$ cat src/rtl/match_controller.sv
// match_controller
// Sequences a Pong match: holds the ball before each serve, launches it,
// scores missed balls, and detects the winner.
//
// Parameters:
//   WIN_SCORE          points needed to win (1..9)
//   SERVE_DELAY_FRAMES frames the ball is held before each serve (1..255)
//
// Ports:
//   clk        system clock
//   RESET      asynchronous active-low reset
//   vsync      VGA VSync (active-low, asynchronous to clk)
//   start      start/restart request, active-high level
//   miss_left  one-cycle pulse, ball passed the left paddle
//   miss_right one-cycle pulse, ball passed the right paddle
//   ball_run   ball may move (low holds the ball at centre)
//   serve      one-cycle pulse launching the ball
//   serve_dir  launch direction: 0 toward left player, 1 toward right player
//   paddle_en  paddles respond to keys
//   score1     left player score (binary)
//   score2     right player score (binary)
//   game_over  match has ended
//   winner     0 left won, 1 right won (valid while game_over)
//   state      debug state code: IDLE=0, SERVE=1, PLAY=2, GAME_OVER=3

module match_controller #(
  parameter int WIN_SCORE          = 5,
  parameter int SERVE_DELAY_FRAMES = 60
) (
  input  logic       clk,
  input  logic       RESET,
  input  logic       vsync,
  input  logic       start,
  input  logic       miss_left,
  input  logic       miss_right,
  output logic       ball_run,
  output logic       serve,
  output logic       serve_dir,
  output logic       paddle_en,
  output logic [3:0] score1,
  output logic [3:0] score2,
  output logic       game_over,
  output logic       winner,
  output logic [2:0] state
);

  typedef enum logic [2:0] {
    ST_IDLE      = 3'd0,
    ST_SERVE     = 3'd1,
    ST_PLAY      = 3'd2,
    ST_GAME_OVER = 3'd3
  } state_t;

  localparam logic [3:0] WIN_PTS     = WIN_SCORE[3:0];
  localparam logic [7:0] SERVE_DELAY = SERVE_DELAY_FRAMES[7:0];

  state_t     cur_state;
  logic [7:0] frame_cnt;

  logic vsync_meta, vsync_sync, vsync_prev;
  logic start_meta, start_sync, start_prev;
  logic frame_tick, start_edge;
  logic [3:0] score1_inc, score2_inc;

  // Two-flop synchronizers plus one edge-detect register per input.
  // vsync idles high, so its flops reset to 1 to avoid a false frame tick.
  always_ff @(posedge clk or negedge RESET) begin
    if (!RESET) begin
      vsync_meta <= 1'b1;
      vsync_sync <= 1'b1;
      vsync_prev <= 1'b1;
      start_meta <= 1'b0;
      start_sync <= 1'b0;
      start_prev <= 1'b0;
    end else begin
      vsync_meta <= vsync;
      vsync_sync <= vsync_meta;
      vsync_prev <= vsync_sync;
      start_meta <= start;
      start_sync <= start_meta;
      start_prev <= start_sync;
    end
  end

  assign frame_tick = vsync_prev & ~vsync_sync;
  assign start_edge = start_sync & ~start_prev;

  assign score1_inc = score1 + 4'd1;
  assign score2_inc = score2 + 4'd1;

  assign state = cur_state;

  // Match FSM with all outputs registered alongside the state, so serve,
  // ball_run and the state code always change on the same edge.
  // A start edge restarts the match from any state and overrides a miss.
  always_ff @(posedge clk or negedge RESET) begin
    if (!RESET) begin
      cur_state <= ST_IDLE;
      frame_cnt <= 8'd0;
      score1    <= 4'd0;
      score2    <= 4'd0;
      serve     <= 1'b0;
      serve_dir <= 1'b0;
      ball_run  <= 1'b0;
      paddle_en <= 1'b0;
      game_over <= 1'b0;
      winner    <= 1'b0;
    end else begin
      serve <= 1'b0;
      if (start_edge) begin
        cur_state <= ST_SERVE;
        frame_cnt <= SERVE_DELAY;
        score1    <= 4'd0;
        score2    <= 4'd0;
        serve_dir <= 1'b0;
        ball_run  <= 1'b0;
        paddle_en <= 1'b1;
        game_over <= 1'b0;
        winner    <= 1'b0;
      end else begin
        case (cur_state)
          ST_SERVE: begin
            if (frame_tick) begin
              frame_cnt <= frame_cnt - 8'd1;
              if (frame_cnt == 8'd1) begin
                serve     <= 1'b1;
                ball_run  <= 1'b1;
                cur_state <= ST_PLAY;
              end
            end
          end
          ST_PLAY: begin
            if (miss_left || miss_right) begin
              ball_run <= 1'b0;
              // Only one side scores per rally; the left miss wins a tie.
              if (miss_left) begin
                score2    <= score2_inc;
                serve_dir <= 1'b0;
                winner    <= 1'b1;
              end else begin
                score1    <= score1_inc;
                serve_dir <= 1'b1;
                winner    <= 1'b0;
              end
              if ((miss_left && score2_inc == WIN_PTS) ||
                  (!miss_left && score1_inc == WIN_PTS)) begin
                cur_state <= ST_GAME_OVER;
                paddle_en <= 1'b0;
                game_over <= 1'b1;
              end else begin
                cur_state <= ST_SERVE;
                frame_cnt <= SERVE_DELAY;
              end
            end
          end
          default: begin
          end
        endcase
      end
    end
  end

endmodule

$ cat config.mk
export PLATFORM = sky130hd
export DESIGN_NAME = match_controller
export DESIGN_NICKNAME = d
export VERILOG_FILES = /design/src/rtl/match_controller.sv
export SDC_FILE = /design/constraint.sdc
export NUM_CORES = 1
export LEC_CHECK = 0
export ABC_AREA = 1
export BUFFER_PORTS_ARGS = -buffer_cell sky130_fd_sc_hd__buf_2
export CORE_AREA = 10 10 77 79
export DETAILED_ROUTE_END_ITERATION = 6
export DIE_AREA = 0 0 87 89
export GPL_ROUTABILITY_DRIVEN = 0
export SLEW_MARGIN = 15
export SYNTH_ARGS = -nofsm -noshare
export SYNTH_HDL_FRONTEND = slang
export SYNTH_SLANG_ARGS = --single-unit
$ cat constraint.sdc
create_clock -name clk -period 1.7 [get_ports clk]
set_input_delay 0.085 -clock clk [delete_from_list [all_inputs] [get_ports clk]]
set_output_delay 0.085 -clock clk [all_outputs]
set_load 0.02 [all_outputs]
Word-level counts from Yosys, hierarchy flattened:

Cells that the tools add are included.

* flip-flop bits (word level): 31
* output and inout port bits: 17
* word-level logic and storage cells: 93

* $add $sub $neg: 3
* equality and inequality tests: 10
* muxes and demuxes: 44
* bitwise gates (word level): 4
* reductions and logical operators: 16

Operator list (number)
* $mux W4: 8
* $mux W8: 4
* $mux W1: 24
* $pmux W8 S2: 1
* $mux W3: 4
* $ne A3 B3 Y1 const B: 4
* $reduce_and A3 Y1: 3
* $add A4 B1 Y4 const B: 2
* $eq A4 B3 Y1 const B: 2
* $eq A8 B1 Y1 const B: 1
* $reduce_and A4 Y1: 2
* $reduce_bool A2 Y1: 4
* $sub A8 B1 Y8 const B: 1
* $pmux W3 S2: 1
* $eq A3 B1 Y1 const B: 1
* $eq A3 B2 Y1 const B: 1
* $reduce_bool A3 Y1: 1
* $and A1 B1 Y1: 2
* $logic_and A1 B1 Y1: 2
* $logic_or A1 B1 Y1: 2
* $mux W2: 1
* $ne A2 B1 Y1 const B: 1
* $not A1 Y1: 2
* $pmux W1 S2: 1
* other kinds (2): 2

Longest topological paths before layout:

* word-level depth: 8
* mapped depth: 11
* depth with buffers taken out: 11

Worst setup path after synthesis:

OpenSTA, ideal clock, no wires.

* path kind: reg-to-reg
* from: register score2[0]
* to: register frame_cnt[6]
* setup time: 0.117 ns
* arrival time: 1.347 ns
* data required time: 1.583 ns
* setup slack: 0.236 ns
* cell stages (with the launch flop): 12
* path buffers: 0
* clock period less this slack: 1.464 ns
* path through: dfrtp_1 ha_1 inv_1 nand2_1 nand2_1 nor2_1 nand2_1 nand2_2 nand3_4 nand3_4 nand2_1 nand2_1

* word-level cells in the longest chain between the ends: 6

Ends and longest elaborated chain
* from (decl): RTL line 41 `output logic [3:0] score2,`
* from (signal assigned): RTL line 137 `score2 <= score2_inc;`
* $add A4 B1 Y4: RTL line 89 `assign score2_inc = score2 + 4'd1;`
* $eq A4 B3 Y1: RTL line 145 `if ((miss_left && score2_inc == WIN_PTS) ||`
* $logic_and A1 B1 Y1: RTL line 145
* $logic_or A1 B1 Y1: RTL line 145
* $ne A3 B3 Y1 (no line)
* $reduce_and A4 Y1 (no line)
* to (signal assigned): RTL line 124 `frame_cnt <= frame_cnt - 8'd1;`
* to (decl): RTL line 58 `logic [7:0] frame_cnt;`

No other way between the ends.
A chain may end at the register's enable or synchronous reset.

Worst setup path in the final report:

* from: register score2[0]
* to: register frame_cnt[1]

The elaborated chain is that of the path after synthesis.

==> results.toml <==
[global_route]
busiest_layer = "met2"
grt_usage = 0.0977
antenna_found_initial = 0
met1_usage = 0.118
use_met2 = 0.148
use_met3 = 0.0392
grt_pass1_vias = 1293
grt_pass1_wl_mm = 6.00
grt_remaining_overflow = 0
grt_start_max_net_pins = 31

[detailed_routing]
routed_via_density = 4.83
wirelength_mm = 3.49
drt_first_pass_iters = 4
routedWlPerCell_um = 12.2
ant_nets = 0
initialDrtViolationCount = 54
vias = 1376
drc = 0

[final_layout]
final_core_util = 0.445
nNetsFinal = 242
antenna_cells = 0
area.growth.synth_to_final_pct = 20.6
nFillCells = 434
drive_gt1_frac = 0.264

[hold_path]
min_from = "miss_right"
min_to = "winner"
min_path_type = "input port to flip-flop"
hold-path-cell-count = 4

[die]
die-height_um = 89
coreArea_um2 = 4540
fp.dieW_um = 87
rows = 25
num_io_pins = 23
die_area_um2 = 7740
initial_core_util = 0.369

[logic_synthesis]
synth_area_um2 = 1670
synth_edf_count = 0
ys_ff_latch = 30
netlist_top_cells_area = "dfrtp_1, nand2_1, inv_1"
synth_seq_area_share = 0.451
postSynthNetCount = 208
yosysTopAreaCell = "dfrtp_1"
yosysUniqueCellTypes = 29
synth_most_common_cell = "nand2_1"
synth-main-ff-cell = "dfrtp_1"
netlist_top_cells_count = "nand2_1, dfrtp_1, inv_1"
synth_top_area_frac = 0.404
syn_inst = 196
avgSynthCellArea_um2 = 8.53
async_flop_share = 1.00
yosysWarningCount = 0

[pwr]
switching_share = 0.447
power.leakage_uw = 0.00101
power_frac_seq = 0.330
p_per_area_nw_per_um2 = 1790
pwr-share-comb = 0.483
p_int_uw = 2000
p_total_uw = 3610
ir_drop_uv = 823
clkPwrFrac = 0.187
power_switching_uw = 1610

[critical_path]
r2r-end = "frame_cnt[1]"
crit_path_max_fanout = 8
cp-start-kind = "flip-flop"
cpMaxStageDelayCell = "dfrtp_1"
rr_startpoint = "score2[0]"
reg2reg_slack_ns = 0.18
path_common_cell = "nand2_1"
max_stage_delay_ns = 0.41
crit_type = "flip-flop to flip-flop"
worstPathCellList = "ha_2 > inv_1 > nand2_1 > nand2_1 > nor2_1 > nand2_1 > nand2_4 > nand3_4 > nand3_4 > nand2_1 > nand2_1"
worstPathArrival_ns = 1.73
worstRegToRegCells = 11
cp-end-kind = "flip-flop"
critPathRequiredTime_ns = 1.92

[clock_tree]
cts_max_level = 2
cts_tree = "yes"
root_buffer = "clkbuf_8"
clk_pin_slew_ns = 0.07
clk_path_buf_depth = 2
cts_buffers = 5
cts.sinks = 30
clock_latency_ns = 0.28

[sta]
period_minus_slack_ns = 1.52
hold_viol = 0
setup-violations-final = 0
max_clock_freq_mhz = 660
worstMarginPinSlew_ns = 0.652
fin_crit_sh = 0.891
grt_setup_unrepaired = "no"
slew_violations = 0
tns_ns = 0
skew_ns = 0.00595
fin_hold_ws_ns = 0.158
slew_headroom = 0.565

[placement]
hpwl_mm = 2.58
io_buffers = 21

[run_status]
outcome = "completed"

[flow_run]
cap_violations = 0
final cells by class:
cell class	instances	area, um2	area share
Clock buffer	8	110	0.0546
Inverter	31	134	0.0663
Multi-Input combinational cell	135	795	0.394
Sequential cell	30	754	0.374
Tap cell	54	67.6	0.0335
Timing Repair Buffer	27	158	0.0781
registers in the layout, summed over array words and instances, names as in the netlist:
signal	flops
vsync_meta	1
serve	1
start_meta	1
paddle_en	1
serve_dir	1
vsync_sync	1
winner	1
start_sync	1
state	2
ball_run	1
frame_cnt	8
vsync_prev	1
score2	4
start_prev	1
game_over	1
score1	4
worst max-delay path: cells and delay by family, from the launching register on:
family                     cells  cell delay [ns]
adders and majority gates      1             0.21
buffers and inverters          1             0.04
and+or+nand+nor                9             0.79
DFF                            1             0.41
cell usage in the layout (no fill, tap or decap), types with 4 or more instances in the layout:
cell / count
nand4_1: 11
buf_2: 21
nor2_1: 15
o21ai_0: 6
nand2_1: 54
ha_1: 5
clkbuf_8: 8
inv_1: 24
a21oi_1: 4
o21ai_1: 4
dfrtp_1: 27
o22ai_1: 4
nand3_1: 9
routing by layer:
layer | wire, um | vias to the layer above | part of all wire
li1 | - | 712 | -
met1 | 1660 | 630 | 0.48
met2 | 1570 | 28 | 0.45
met3 | 183 | 6 | 0.053
met4 | 67 | 0 | 0.019
met5 | 0 | - | 0
per-stage QoR:
step                std cells  setup WS (ns)  instance area (um2)
floorplan                 196          0.236                 1670
global placement          271          0.174                 1850
detailed placement        271          0.139                 1850
CTS                       282          0.120                 1990
global route              285        0.00616                 2020
finish                    285          0.184                 2020
cell families (layout without fill, tap and decap cells):
logic type	after synthesis	count (layout)	synth area share
fa+ha+maj	6	6	0.0449
flops	30	30	0.451
compound gates	21	21	0.0770
simple gates	106	107	0.340
other cells	1	1	0.00224
buf+inv	32	66	0.0845
power groups by stage:
stage                     registers (uW)  logic [uW]  clock network [uW]
final                               1190        1740                 674
after CTS                           1190        1730                 685
after floorplan                     1340        1120                   0
after global routing                1230        1990                 719
after detailed placement            1210        1710                   0
after global placement              1200        1700                   0
how the worst max path moves through the flow:
stage / depth (start not counted) / slack [ns] / end / start
after detailed placement: 11 / 0.14 / frame_cnt[1] / score2[0]
final: 11 / 0.18 / frame_cnt[1] / score2[0]
after CTS: 11 / 0.12 / frame_cnt[1] / score2[0]
after global placement: 11 / 0.17 / frame_cnt[0] / score2[0]
after floorplan: 11 / 0.24 / frame_cnt[6] / score2[0]
after global routing: 11 / 0.006 / frame_cnt[2] / score1[0]
what timing repair did:
| action | CTS | global route |
|---|---|---|
| hold buffers | 3 | 0 |
| hold endpoints to repair | 29 | 0 |
| setup buffers | 0 | 2 |
| endpoints found under the setup margin | 0 | 6 |
| resized for setup | 0 | 2 |
Note: power is estimated with default switching activity, not from simulation.
